[config.mk]
export PLATFORM = sky130hd
export DESIGN_NAME = microcode_sequencer_flat
export DESIGN_NICKNAME = d
export VERILOG_FILES = /design/src/rtl/microcode_sequencer_pkg.sv /design/src/rtl/microcode_sequencer_if.sv /design/src/rtl/microcode_sequencer_microstep_counter.sv /design/src/rtl/microcode_sequencer.sv /design/src/flat_wrapper.sv
export SDC_FILE = /design/constraint.sdc
export NUM_CORES = 1
export LEC_CHECK = 0
export BUFFER_PORTS_ARGS = -buffer_cell sky130_fd_sc_hd__buf_2
export CAP_MARGIN = 40
export CORE_UTILIZATION = 40
export CTS_CLUSTER_SIZE = 28
export DETAILED_ROUTE_END_ITERATION = 10
export PLACE_DENSITY = 0.91
export REMOVE_ABC_BUFFERS = 1
export SYNTH_ARGS = -nofsm -noshare
export SYNTH_HDL_FRONTEND = slang
export SYNTH_SLANG_ARGS = --single-unit
[constraint.sdc]
create_clock -name i_clk -period 2.6 [get_ports i_clk]
set_input_delay 0.39 -clock i_clk [delete_from_list [all_inputs] [get_ports i_clk]]
set_output_delay 0.39 -clock i_clk [all_outputs]
set_load 0.005 [all_outputs]
[src/rtl/microcode_sequencer_pkg.sv]
// Purpose : shared constants and types for the microcode sequencer.
// Latency : n/a (types, constants and one pure helper function).
// Backpr. : n/a.
// Contents: control-word bit indices, FSM state encoding, default jump
//           opcodes, bus widths and the conditional-jump masking helper.
package microcode_sequencer_pkg;

  localparam int CTRL_W = 16;
  localparam int OPC_W  = 4;
  localparam int STEP_W = 4;
  localparam int ADDR_W = OPC_W + STEP_W;

  typedef logic [CTRL_W-1:0] ctrl_word_t;

  // Control-word bit positions.
  localparam int CB_HLT = 15;
  localparam int CB_MI  = 14;
  localparam int CB_RI  = 13;
  localparam int CB_RO  = 12;
  localparam int CB_IO  = 11;
  localparam int CB_II  = 10;
  localparam int CB_AI  = 9;
  localparam int CB_AO  = 8;
  localparam int CB_EO  = 7;
  localparam int CB_SU  = 6;
  localparam int CB_BI  = 5;
  localparam int CB_OI  = 4;
  localparam int CB_CE  = 3;
  localparam int CB_CO  = 2;
  localparam int CB_J   = 1;
  localparam int CB_FI  = 0;

  // Opcodes whose J bit is conditional on a flag.
  localparam logic [OPC_W-1:0] DEF_JC_OPCODE = 4'h7;
  localparam logic [OPC_W-1:0] DEF_JZ_OPCODE = 4'h8;

  typedef enum logic [1:0] {
    ST_FETCH = 2'd0,
    ST_EXEC  = 2'd1,
    ST_HALT  = 2'd2
  } state_t;

  // Clears the J bit of a control word when the jump condition fails.
  function automatic ctrl_word_t mask_jump(input ctrl_word_t word, input logic kill_j);
    ctrl_word_t res;
    res = word;
    if (kill_j) res[CB_J] = 1'b0;
    return res;
  endfunction

endpackage

[src/rtl/microcode_sequencer_if.sv]
// Purpose : bundles the sequencer's opcode/flag inputs, ROM port and control outputs.
// Latency : n/a (wiring only).
// Backpr. : clk_en is the only stall; it freezes the sequencer completely.
// Modports: master = sequencer side (drives rom_addr/ctrl/status),
//           slave  = environment side (drives clk_en, instr, flags, rom_data).
import microcode_sequencer_pkg::*;

interface microcode_sequencer_if;
  logic                clk_en;
  logic [OPC_W-1:0]    instr;
  logic                flag_carry;
  logic                flag_zero;
  ctrl_word_t          rom_data;
  logic [ADDR_W-1:0]   rom_addr;
  ctrl_word_t          ctrl;
  logic                ctrl_valid;
  logic [STEP_W-1:0]   step;
  logic                instr_done;
  logic                halted;

  modport master (
    input  clk_en, instr, flag_carry, flag_zero, rom_data,
    output rom_addr, ctrl, ctrl_valid, step, instr_done, halted
  );

  modport slave (
    output clk_en, instr, flag_carry, flag_zero, rom_data,
    input  rom_addr, ctrl, ctrl_valid, step, instr_done, halted
  );
endinterface

[src/rtl/microcode_sequencer_microstep_counter.sv]
// Purpose : 4-bit microstep register with synchronous clear and increment.
// Latency : new value visible the cycle after the enabled edge.
// Backpr. : i_en=0 holds the count regardless of i_clr/i_inc.
// Ports   : i_clk, i_reset (sync, active-high), i_en, i_clr, i_inc -> o_step.
import microcode_sequencer_pkg::*;

module microstep_counter (
  input  logic              i_clk,
  input  logic              i_reset,
  input  logic              i_en,
  input  logic              i_clr,
  input  logic              i_inc,
  output logic [STEP_W-1:0] o_step
);

  logic [STEP_W-1:0] r_step;

  always_ff @(posedge i_clk) begin
    if (i_reset) begin
      r_step <= '0;
    end else if (i_en) begin
      // Clear has priority so end-of-instruction never races an increment.
      if (i_clr)      r_step <= '0;
      else if (i_inc) r_step <= r_step + 1'b1;
    end
  end

  assign o_step = r_step;

endmodule

[src/rtl/microcode_sequencer.sv]
// Purpose : microcode control unit; walks {instr, step} through the ROM, two clocks per microstep.
// Latency : ROM address in FETCH, control word out combinationally in the following EXEC cycle.
// Backpr. : clk_en=0 freezes state, step and outputs and suppresses instr_done.
// Ports   : i_clk, i_reset (sync, active-high), bus (master modport: instr/flags/rom_data in,
//           rom_addr/ctrl/ctrl_valid/step/instr_done/halted out).
import microcode_sequencer_pkg::*;

module microcode_sequencer #(
  parameter int               MAX_STEPS = 16,
  parameter logic [OPC_W-1:0] JC_OPCODE = DEF_JC_OPCODE,
  parameter logic [OPC_W-1:0] JZ_OPCODE = DEF_JZ_OPCODE
) (
  input  logic                   i_clk,
  input  logic                   i_reset,
  microcode_sequencer_if.master  bus
);

  localparam logic [STEP_W-1:0] STEP_LAST = STEP_W'(MAX_STEPS - 1);

  state_t            r_state;
  state_t            w_next;
  logic [STEP_W-1:0] w_step;
  logic              w_clr;
  logic              w_inc;
  logic              w_kill_j;
  ctrl_word_t        w_word;
  ctrl_word_t        w_ctrl;
  logic              w_vld;
  logic              w_done;
  logic              w_halted;

  microstep_counter u_step (
    .i_clk   (i_clk),
    .i_reset (i_reset),
    .i_en    (bus.clk_en),
    .i_clr   (w_clr),
    .i_inc   (w_inc),
    .o_step  (w_step)
  );

  // A conditional jump whose flag is clear must not load the PC.
  assign w_kill_j = ((bus.instr == JC_OPCODE) && !bus.flag_carry) ||
                    ((bus.instr == JZ_OPCODE) && !bus.flag_zero);
  assign w_word   = mask_jump(bus.rom_data, w_kill_j);

  always_ff @(posedge i_clk) begin
    if (i_reset)         r_state <= ST_FETCH;
    else if (bus.clk_en) r_state <= w_next;
  end

  always_comb begin
    w_next   = r_state;
    w_ctrl   = '0;
    w_vld    = 1'b0;
    w_done   = 1'b0;
    w_clr    = 1'b0;
    w_inc    = 1'b0;
    w_halted = 1'b0;
    case (r_state)
      ST_FETCH: begin
        w_next = ST_EXEC;
      end
      ST_EXEC: begin
        // The end-of-instruction test looks at the raw word, so a JC/JZ
        // step masked down to zero still runs on to the next step.
        if (bus.rom_data == '0) begin
          w_done = 1'b1;
          w_clr  = 1'b1;
          w_next = ST_FETCH;
        end else if (bus.rom_data[CB_HLT]) begin
          w_ctrl = w_word;
          w_vld  = 1'b1;
          w_next = ST_HALT;
        end else if (w_step == STEP_LAST) begin
          w_ctrl = w_word;
          w_vld  = 1'b1;
          w_done = 1'b1;
          w_clr  = 1'b1;
          w_next = ST_FETCH;
        end else begin
          w_ctrl = w_word;
          w_vld  = 1'b1;
          w_inc  = 1'b1;
          w_next = ST_FETCH;
        end
      end
      ST_HALT: begin
        w_halted = 1'b1;
      end
      default: begin
        w_next = ST_FETCH;
      end
    endcase
  end

  // Address is purely {instr, step}; an II load at the end of EXEC is
  // therefore seen by the very next FETCH.
  assign bus.rom_addr   = {bus.instr, w_step};
  assign bus.ctrl       = w_ctrl;
  assign bus.ctrl_valid = w_vld;
  assign bus.step       = w_step;
  assign bus.instr_done = w_done & bus.clk_en;
  assign bus.halted     = w_halted;

endmodule

[src/flat_wrapper.sv]
// flat-port wrapper written by rule: the top's interface ports become plain ports
module microcode_sequencer_flat 
#(
  parameter int               MAX_STEPS = 16,
  parameter logic [OPC_W-1:0] JC_OPCODE = DEF_JC_OPCODE,
  parameter logic [OPC_W-1:0] JZ_OPCODE = DEF_JZ_OPCODE
)
  (i_clk, i_reset, bus_clk_en, bus_instr, bus_flag_carry, bus_flag_zero, bus_rom_data, bus_rom_addr, bus_ctrl, bus_ctrl_valid, bus_step, bus_instr_done, bus_halted);
  microcode_sequencer_if bus_i ();
  input  logic i_clk;
  input  logic i_reset;
  input wire logic [$bits(bus_i.clk_en)-1:0] bus_clk_en;
  input wire logic [$bits(bus_i.instr)-1:0] bus_instr;
  input wire logic [$bits(bus_i.flag_carry)-1:0] bus_flag_carry;
  input wire logic [$bits(bus_i.flag_zero)-1:0] bus_flag_zero;
  input wire logic [$bits(bus_i.rom_data)-1:0] bus_rom_data;
  output wire logic [$bits(bus_i.rom_addr)-1:0] bus_rom_addr;
  output wire logic [$bits(bus_i.ctrl)-1:0] bus_ctrl;
  output wire logic [$bits(bus_i.ctrl_valid)-1:0] bus_ctrl_valid;
  output wire logic [$bits(bus_i.step)-1:0] bus_step;
  output wire logic [$bits(bus_i.instr_done)-1:0] bus_instr_done;
  output wire logic [$bits(bus_i.halted)-1:0] bus_halted;
  assign bus_i.clk_en = bus_clk_en;
  assign bus_i.instr = bus_instr;
  assign bus_i.flag_carry = bus_flag_carry;
  assign bus_i.flag_zero = bus_flag_zero;
  assign bus_i.rom_data = bus_rom_data;
  assign bus_rom_addr = bus_i.rom_addr;
  assign bus_ctrl = bus_i.ctrl;
  assign bus_ctrl_valid = bus_i.ctrl_valid;
  assign bus_step = bus_i.step;
  assign bus_instr_done = bus_i.instr_done;
  assign bus_halted = bus_i.halted;
  microcode_sequencer #(.MAX_STEPS(MAX_STEPS), .JC_OPCODE(JC_OPCODE), .JZ_OPCODE(JZ_OPCODE)) u_core (.i_clk(i_clk), .i_reset(i_reset), .bus(bus_i));
endmodule
==> implementation parameters, run 1 <==
Parameter                              Value

Run status
  Result of the run ... finished, final reports clean

Layout
  Multi-input logic area ... approximately 430 um^2
  Syn-to-layout area delta ... 36.13%
  Fraction of final layout cells sized beyond drive strength 1 ... 53.78%
  Antenna Diode Count ... 0
  Post-route cell area ... between 800 and 900 um^2
  Sequential cell area in the final layout ... 120.1 um^2
  Final net count ... 147
  Number of inserted filler cells in the final layout ... 147
  Number of standard cells in the layout, taps in and fillers out ... between 100 and 150

Critical path
  Critical path fanouts, max ... 18
  Required time reported for the critical path endpoint ... 2210 ps
  Launching element type of the critical path ... register
  Sum of buffers and inverters on the critical path ... 1
  Highest cell delay on the worst timing path ... 400 ps
  Kind of capture point of the worst setup path ... output pin
  Arrival time of data at the critical path endpoint ... 1550 ps
  Largest delay share family, worst path ... compound AO/OA/AOI/OAI gates
  Crit Path Class ... register to output pin
  Worst path slowest cell ... sky130_fd_sc_hd__dfxtp_1
  Worst-path cell chain ... nand2b_1, a41oi_4, o2111a_1, buf_2

Clock network
  TritonCTS clock tree ... built
  Total CTS buffers ... 3
  Number of setup buffers added after CTS ... 0
  Clock edge transition at the registers on the reported setup and hold paths ... 40 ps
  Clk_lat worst skew ... 240 ps
  H-tree levels ... 1
  Number of clock sinks ... 6
  CTS Hold Buffers Added ... 0
  Number of gates resized after CTS ... 0
  Buffer levels on the longest clock path ... 2
  Root buffer cell ... sky130_fd_sc_hd__clkbuf_4

Power and ir drop
  Pwr/cell area ... 305.1 nW/um^2
  Worst supply voltage drop on vdd ... roughly 0.00017 V
  Reported leakage power ... around 0.00044 uW
  Total Power Consumption ... 266.0 uW

STA
  Post-route fraction of the period consumed by the critical path ... between 70 and 80%
  Setup repair after global routing missed its margin ... no
  Final Skew ... 0.8507 ps
  Pin slew with the least headroom to its limit ... 408.0 ps
  Setup TNS ... 0 ps
  Relative slew slack ... 72.71%
  Max Freq ... approximately 520 MHz
  Count of endpoints failing hold in the final timing report ... 0
  Number of pins exceeding their max-slew limit in the final report ... 0
  Final critical path time including I/O delays and setup ... between 1500 and 2000 ps
  Total of endpoints with negative setup slack in the final report ... 0

Die
  Chip width ... around 42 um
  # rows ... 14
  Overall die height ... 42.02 um
  # IOs ... 56
  Placeable Area ... 1506 um^2
  Floorplan die area ... 1766 um^2
  Initial Util ... ~43%

Logic synthesis
  Sequential share of the synthesized area ... about a fifth
  Post-synthesis instance total ... 73
  Share of the synthesized netlist area taken by xor and xnor gates ... 0%
  Syn. warnings ... 0
  Share of synthesized area spent on multiplexers ... 0%
  Fraction of the mapped netlist area in compound gates ... 14.65%
  Combinational family with the most area after synthesis ... simple AND/OR/NAND/NOR gates
  Post-synthesis share of cell area spent on and, or, nand and nor gates ... around 51%
  Arithmetic-cell share of the synthesized area counting full adders, half adders and majority gates ... roughly 2.0%
  Number of register bits inferred by synthesis ... 6
  Per-instance average area after synthesis ... approximately 8.8 um^2
  Synthesized cell area ... 640.6 um^2
  Count of different cell masters after synthesis ... 30

Hold path
  Min-delay worst type ... primary input to register

Routing
  Number of vias in the routed layout ... 695
  Post-Route WL ... 1565 um
  Remaining number of nets flagged by the antenna check after routing ... 0
  Via/cell ratio ... 5.148
  DRT Pass-1 Iters ... 4
  Number of DRC violations after detailed routing ... 0
  Starting DRT DRC Count ... 10
  Post-DR wirelength/cell ... 11.59 um

GRT
  Global-route wire length before repair ... about 2600 um
  Gr usage total ... 18.53%
  Number of antenna violations at the first check in global routing ... 0
  Pin count of the biggest net entering global routing ... 19
  Grt ovf ... 0
  Via count of the first global-routing pass ... 604

Job
  Max-cap check violation count ... 0

Place
  Placed cell count ... 132
  Post-DP HPWL ... 1305 um
  Final Wtd Congestion ... between 0.7 and 0.8
  Port-buffer cells ... 55
  Area of placed instances ... 849.6 um^2
cell usage in the layout, fill, tap and decap left out, drive strengths merged:
master    n
a21oi     2
nor4      5
nor3      3
o21ai     1
inv       1
nand4bb   1
a211oi    1
nand3     1
o2111a    1
clkbuf    3
nor3b     1
a32oi     2
ha        1
nor2      5
nand4b    2
a41oi     1
nand2     3
buf      55
and2     15
nor2b     1
nand2b    1
and4b     1
nand3b    1
nor4b     1
nand4     2
dfxtp     6
a22oi     2
through the flow:
step	worst slack [ps]	utilization [%]	hold WS, ps
detailed placement	668.8	56.40	545.8
floorplan	987.0	-	459.1
CTS	642.1	57.89	399.1
global placement	683.7	56.40	528.6
finish	662.9	57.89	407.0
global route	520.9	57.89	401.1
layout make-up:
type / count / area share [%]
Timing Repair Buffer: 55 / 31.56
Clock buffer: 3 / 2.582
Sequential cell: 6 / 13.77
Tap cell: 16 / 2.296
Inverter: 1 / 0.4304
Multi-Input combinational cell: 54 / 49.35
logic make-up (layout without fill, tap and decap cells):
family | count (synthesis) | after routing
fa+ha+maj | 1 | 1
simple gates | 43 | 43
buf+inv | 13 | 59
compound gates | 10 | 10
flops | 6 | 6
flip-flops by register name (all words and copies together), names as in the netlist:
| register | cells |
|---|---|
| u_core.r_state | 2 |
| u_core.u_step.o_step | 4 |
cell usage after synthesis, drive strengths merged:
library cell,instances,share of area [%]
a211oi,1,1.2
nand4b,2,2.7
nor2,5,2.9
and2,15,15
nor2b,1,0.98
nand2b,1,0.98
a22oi,2,2.3
nand4bb,1,1.8
buf,11,13
nand4,2,2.0
nor4,5,14
o2111a,1,1.8
and4b,1,1.8
ha,1,2.0
clkbuf,1,0.59
dfxtp,6,19
a41oi,1,4.3
nor4b,1,1.4
o21ai,1,0.78
inv,1,0.59
a21oi,2,1.6
a32oi,2,2.7
nand3b,1,1.2
nor3,3,2.3
nand3,1,0.78
nor3b,1,1.2
nand2,3,1.8
metal layers:
layer | track usage, % | up-vias | part of all wire [%]
met5 | 0 | - | 0
met4 | 8.750 | 0 | 1.5
li1 | - | 354 | -
met2 | 34.06 | 40 | 52
met3 | 5.172 | 2 | 11
met1 | 19.20 | 299 | 36
power breakdown:
| part | total, uW | leakage (uW) | internal, uW | switching (uW) |
|---|---|---|---|---|
| Clock | 83.9 | 0.0000138 | 52.1 | 31.8 |
| Combinational | 84.1 | 0.000380 | 42.0 | 42.1 |
| Sequential | 98.1 | 0.0000487 | 94.9 | 3.15 |
| Total | 266 | 0.000443 | 189 | 77.1 |
worst paths after layout:
path                      startpoint                      end  slack [ps]  depth (start not counted)
max reg2reg  u_core.u_step.o_step[0]  u_core.u_step.o_step[1]        1280                          5
max                u_core.r_state[0]              bus_ctrl[1]         660                          4
min                          i_reset  u_core.u_step.o_step[3]         410                          2
min reg2reg  u_core.u_step.o_step[3]  u_core.u_step.o_step[3]         540                          2
worst register-to-register path: stages, from the launching register on:
cell	delay [ps]
sky130_fd_sc_hd__dfxtp_1	400
sky130_fd_sc_hd__ha_1	240
sky130_fd_sc_hd__and4b_2	250
sky130_fd_sc_hd__nor2_1	50
sky130_fd_sc_hd__a32oi_1	210
sky130_fd_sc_hd__nor2_1	60
Note: power is estimated with default switching activity, not from simulation.
==> inputs of run 2 (changes only) <==
Settings changed: CORE_UTILIZATION 40 to 33, PLACE_DENSITY 0.91 to 0.81.
Clock period 2.6 ns to 1.67 ns, I/O delays scaled along.
==> run 2 against run 1 <==
Against the previous run: worst hold slack worse by 140 ps; combinational power increased by 71%; via count up 4.0%; non-clock buffer count is 4 higher; largest cell class unchanged; highest routed layer unchanged.
==> implementation parameters, run 2 (same netlist as run 1, synthesis figures left out) <==
Parameter                              Value

Run status
  Result of the run ... finished, final reports clean

Routing
  Starting DRT DRC Count ... 7
  Via/cell ratio ... about 4.9
  DRT Pass-1 Iters ... 4
  Number of vias in the routed layout ... 723
  Remaining number of nets flagged by the antenna check after routing ... 0
  Number of DRC violations after detailed routing ... 0
  Post-Route WL ... 1594 um
  Post-DR wirelength/cell ... ~11 um

Die
  # rows ... 15
  Initial Util ... 36.31%
  Chip width ... 46.06 um
  Floorplan die area ... 2122 um^2
  # IOs ... 56
  Placeable Area ... ~1800 um^2
  Overall die height ... 46.06 um

GRT
  Global-route wire length before repair ... 2118 um
  Number of antenna violations at the first check in global routing ... 0
  Pin count of the biggest net entering global routing ... 13
  Grt ovf ... 0
  Via count of the first global-routing pass ... ~530
  Gr usage total ... between 10% and 20%

Clock network
  CTS Hold Buffers Added ... 0
  Clk_lat worst skew ... 240 ps
  Total CTS buffers ... 3
  Root buffer cell ... sky130_fd_sc_hd__clkbuf_4
  TritonCTS clock tree ... built
  Number of clock sinks ... 6
  Buffer levels on the longest clock path ... 2
  Clock edge transition at the registers on the reported setup and hold paths ... 40 ps
  H-tree levels ... 1

Power and ir drop
  Part of the power in combinational logic ... roughly a third
  Reported leakage power ... 0.0004650 uW
  Worst supply voltage drop on vdd ... 0.0004083 V
  Total Power Consumption ... 428.7 uW
  Sequential fraction of design power ... between 30% and 40%
  Net switching share of the total power ... 28.57%
  Clock network fraction of design power ... 30.2%
  Cell internal power dissipation ... 306.2 uW
  Pwr/cell area ... between 400 and 500 nW/um^2
  Switching power total ... 122.5 uW

Layout
  Syn-to-layout area delta ... 46.88%
  Fraction of final layout cells sized beyond drive strength 1 ... between 60% and 70%
  Sequential cell area in the final layout ... approximately 130 um^2
  Antenna Diode Count ... 0
  Multi-input logic area ... approximately 450 um^2
  Post-route cell area ... 940.9 um^2
  Number of inserted filler cells in the final layout ... 184
  Final net count ... 151
  Number of standard cells in the layout, taps in and fillers out ... 148
  Commonest non-fill, non-tap cell in the layout ... sky130_fd_sc_hd__buf_2
  Leading cell types in the layout, fill and taps excluded ... sky130_fd_sc_hd__buf_2, sky130_fd_sc_hd__and2_1, sky130_fd_sc_hd__nor2_1, sky130_fd_sc_hd__nor4_4, sky130_fd_sc_hd__dfxtp_2
  Number of flip-flops in the largest register ... 4

STA
  Count of endpoints failing hold in the final timing report ... 0
  Number of pins exceeding their max-slew limit in the final report ... 0
  Max Freq ... 615.3 MHz
  Final Skew ... 1.154 ps
  Hold Slack ... 268.5 ps
  Relative slew slack ... ~77%
  Total of endpoints with negative setup slack in the final report ... 0
  Post-route fraction of the period consumed by the critical path ... between 90% and 100%
  Final critical path time including I/O delays and setup ... 1625 ps
  Pin slew with the least headroom to its limit ... between 300 and 400 ps
  Worst Setup Slack, final ... around 45 ps

Critical path
  Levels on crit path ... 4
  Length in cells of the worst reg-to-reg path ... 4
  Highest cell delay on the worst timing path ... 370 ps
  Required time reported for the critical path endpoint ... 1420 ps
  Arrival time of data at the critical path endpoint ... 1370 ps
  Largest delay share family, worst path ... flip-flops
  Worst path slowest cell ... sky130_fd_sc_hd__dfxtp_2
  Crit Path Class ... register to output pin
  Critical path fanouts, max ... 6
  Launching element type of the critical path ... register
  Worst-path cell chain ... ha_2, nand4b_1, a211oi_2, buf_2
  Sum of buffers and inverters on the critical path ... 1
  Kind of capture point of the worst setup path ... output pin

Place
  Post-DP HPWL ... 1292 um
  Area of placed instances ... 868.3 um^2
  Pre-CTS worst setup slack ... 34.59 ps
  Final Wtd Congestion ... 0.7532
  Port-buffer cells ... 55
  Placed cell count ... 142

Hold path
  Number of cells traversed by the worst hold path ... 2
  Min-delay worst type ... primary input to register

Job
  Max-cap check violation count ... 0
==> run 2: cell types whose count changed in the layout (fill, tap and decap cells not counted) <==
cell                       change
sky130_fd_sc_hd__ha_2          +1
sky130_fd_sc_hd__a211oi_1      -1
sky130_fd_sc_hd__ha_1          -1
sky130_fd_sc_hd__buf_6         +2
sky130_fd_sc_hd__buf_4         +2
sky130_fd_sc_hd__dfxtp_1       -4
sky130_fd_sc_hd__nand2b_4      +1
sky130_fd_sc_hd__dfxtp_2       +4
sky130_fd_sc_hd__a211oi_2      +1
sky130_fd_sc_hd__nand2b_1      -1
==> run 2: worst reg2reg max path, cell delays in order, from the launching register on <==
cell and delay (ps):
sky130_fd_sc_hd__dfxtp_2 380, sky130_fd_sc_hd__nand4bb_1 330, sky130_fd_sc_hd__nor3_1 290, sky130_fd_sc_hd__a22oi_1 90, sky130_fd_sc_hd__a21oi_1 150
==> run 2: final timing paths <==
check / start / end / slack [ps]
worst max register to register: u_core.r_state[0] / u_core.u_step.o_step[3] / 370
worst max-delay path: u_core.u_step.o_step[0] / bus_instr_done / 40
worst min register to register: u_core.u_step.o_step[1] / u_core.u_step.o_step[1] / 530
worst min-delay path: i_reset / u_core.r_state[0] / 270
==> run 2: stage by stage <==
step	utilization (%)	TNS [ps]
final	53.33	0
after global routing	53.33	-24.57
after CTS	51.84	0
after detailed placement	49.22	0
after global placement	49.22	0
after floorplan	-	0
==> run 2: power by group through the flow <==
stage,combinational (uW),clock (uW),sequential [uW]
detailed placement,132,0,155
finish,144,129,155
global placement,129,0,155
floorplan,48.9,0,155
CTS,140,134,153
global route,159,144,155
==> run 2: layout make-up <==
type | count | area share [%]
multi-input combinational | 54 | 47.34
timing repair buffer | 59 | 33.24
clock buffer | 3 | 2.394
sequential | 6 | 13.30
tap | 25 | 3.324
inverter | 1 | 0.3989
==> run 2: per-layer routing <==
metal	routed length, um	GRT usage [%]	up-vias
met5	0	0	-
li1	-	-	361
met2	779	25.92	46
met4	12	8.824	0
met1	628	14.15	314
met3	175	1.569	2
==> run 2: timing repair <==
| action | CTS | global route |
|---|---|---|
| resized for setup | 1 | 9 |
| buffers inserted | 3 | 0 |
| endpoints found under the setup margin | 17 | 16 |
| pin swaps | 0 | 1 |
==> inputs of run 3 (changes only) <==
Clock period 1.67 ns to 1.4 ns, I/O delays scaled along.
==> run 3 against run 2 <==
Against the previous run: the flow now finishes with violations (setup timing); utilization rose by 4.8 points; setup slack worse by 200 ps; non-clock buffer count rose by 7; final cell count grew 4.7%; global-route usage up 1.7 points; highest routed layer unchanged; total power is 23% higher; register-to-register slack worse by 210 ps.
==> implementation parameters, run 3 (same netlist as run 1, synthesis figures left out) <==
Parameter                              Value

STA
  Count of endpoints failing hold in the final timing report ... 0
  Max Freq ... 644.3 MHz
  Setup repair after global routing missed its margin ... yes
  Pin slew with the least headroom to its limit ... just over 300 ps
  Total of endpoints with negative setup slack in the final report ... 17
  Worst Setup Slack, final ... -152.0 ps
  Relative slew slack ... 79.09%
  Setup TNS ... -1877 ps
  Final Skew ... roughly 3.3 ps
  Number of pins exceeding their max-slew limit in the final report ... 0
  Post-route fraction of the period consumed by the critical path ... 110.9%
  Final critical path time including I/O delays and setup ... 1552 ps

Clock network
  Total CTS buffers ... 3
  Root buffer cell ... sky130_fd_sc_hd__clkbuf_4
  Clock edge transition at the registers on the reported setup and hold paths ... 40 ps
  TritonCTS clock tree ... built
  Buffer levels on the longest clock path ... 2
  CTS Hold Buffers Added ... 0
  H-tree levels ... 1
  Number of clock sinks ... 6
  Clk_lat worst skew ... ~240 ps

Critical path
  Crit Path Class ... register to output pin
  Arrival time of data at the critical path endpoint ... around 1300 ps
  Required time reported for the critical path endpoint ... between 1000 and 1500 ps
  Kind of capture point of the worst setup path ... output pin
  Launching element type of the critical path ... register
  Critical path fanouts, max ... 15

Routing
  Remaining number of nets flagged by the antenna check after routing ... 0
  Via/cell ratio ... 4.890
  Number of DRC violations after detailed routing ... 0
  Post-DR wirelength/cell ... 11.07 um
  Starting DRT DRC Count ... 6
  Post-Route WL ... 1716 um
  Number of vias in the routed layout ... 758
  DRT Pass-1 Iters ... 3

Die
  Chip width ... approximately 46 um
  Overall die height ... 46.06 um
  Initial Util ... 36.31%
  # rows ... 15
  # IOs ... 56
  Floorplan die area ... 2122 um^2
  Placeable Area ... 1764 um^2

GRT
  Via count of the first global-routing pass ... roughly 600
  Gr usage total ... 15.50%
  Global-route wire length before repair ... around 2400 um
  Pin count of the biggest net entering global routing ... 16
  Number of antenna violations at the first check in global routing ... 0
  Grt ovf ... 0

Layout
  Final core utilization ... 58.16%
  Fraction of final layout cells sized beyond drive strength 1 ... 64.62%
  Commonest non-fill, non-tap cell in the layout ... sky130_fd_sc_hd__buf_2
  Leading cell types in the layout, fill and taps excluded ... sky130_fd_sc_hd__buf_2, sky130_fd_sc_hd__and2_1, sky130_fd_sc_hd__buf_4, sky130_fd_sc_hd__nor2_1, sky130_fd_sc_hd__dfxtp_2
  Sequential cell area in the final layout ... approximately 130 um^2
  Number of standard cells in the layout, taps in and fillers out ... 155
  Final net count ... 158
  Antenna Diode Count ... 0
  Multi-input logic area ... 471.7 um^2
  Number of inserted filler cells in the final layout ... 177
  Syn-to-layout area delta ... 60.16%
  Number of flip-flops in the largest register ... 4

Power and ir drop
  Pwr/cell area ... about 510 nW/um^2
  Reported leakage power ... 0.0005050 uW
  Cell internal power dissipation ... 375.6 uW
  Clock network fraction of design power ... roughly 30%
  Sequential fraction of design power ... roughly 34%
  Part of the power in combinational logic ... 36.1%
  Worst supply voltage drop on vdd ... approximately 0.00043 V
  Switching power total ... approximately 150 uW
  Net switching share of the total power ... 28.89%

Run status
  Result of the run ... finished, violations left
  Failing checks ... setup timing

Hold path
  Min-delay worst type ... primary input to register

Place
  Pre-CTS worst setup slack ... -150.6 ps
  Placed cell count ... about 150
  Port-buffer cells ... 55
  Post-DP HPWL ... 1387 um
  Final Wtd Congestion ... 0.7414

Job
  Max-cap check violation count ... 0
==> run 3: path summary, 6_finish.rpt <==
| path | slack [ps] | cells after the start | endpoint | from |
|---|---|---|---|---|
| max | -150 | 5 | bus_ctrl[1] | u_core.r_state[1] |
| min | 220 | 2 | u_core.u_step.o_step[1] | i_reset |
| max reg2reg | 160 | 6 | u_core.u_step.o_step[0] | u_core.u_step.o_step[1] |
| min reg2reg | 520 | 2 | u_core.u_step.o_step[2] | u_core.u_step.o_step[2] |
==> run 3: layout make-up <==
cell class / count / share of cell area [%]
multi-input cells: 54 / 45.98
repair buffers: 66 / 36.10
flip-flops and latches: 6 / 12.32
well taps: 25 / 3.049
clock buffers: 3 / 2.195
inverters: 1 / 0.3659
==> run 3: worst max-delay path, cell delays in order, from the launching register on <==
cell	delay [ps]
sky130_fd_sc_hd__dfxtp_2	310
sky130_fd_sc_hd__nand2b_4	150
sky130_fd_sc_hd__a41oi_4	220
sky130_fd_sc_hd__buf_12	160
sky130_fd_sc_hd__o2111a_1	160
sky130_fd_sc_hd__buf_2	100
==> run 3: timing repair <==
| item | 4_1_cts | 5_1_grt |
|---|---|---|
| setup buffers | 3 | 1 |
| setup endpoints to repair | 19 | 20 |
| pin swaps | 2 | 4 |
| gates resized for setup | 5 | 6 |
==> run 3: power groups by stage <==
stage	sequential (uW)	clock, uW	combinational [uW]
global route	182	179	209
detailed placement	182	0	170
CTS	180	167	188
floorplan	184	0	58.4
finish	182	156	190
global placement	181	0	166
==> run 3: per-layer routing <==
metal	part of all wire (%)	global-route usage [%]
met5	0	0
met4	1.2	7.059
met3	11	1.176
met2	48	29.58
met1	40	16.98
==> run 3: stage by stage <==
stage | hold WS (ps) | instance area [um^2] | total power, uW
finish | 222.1 | 1026 | 528.2
global route | 236.1 | 1026 | 569.9
CTS | 210.6 | 992.2 | 536.1
detailed placement | 475.2 | 913.4 | 351.8
global placement | 471.0 | 913.4 | 347.4
floorplan | 279.1 | 554.3 | 242.9
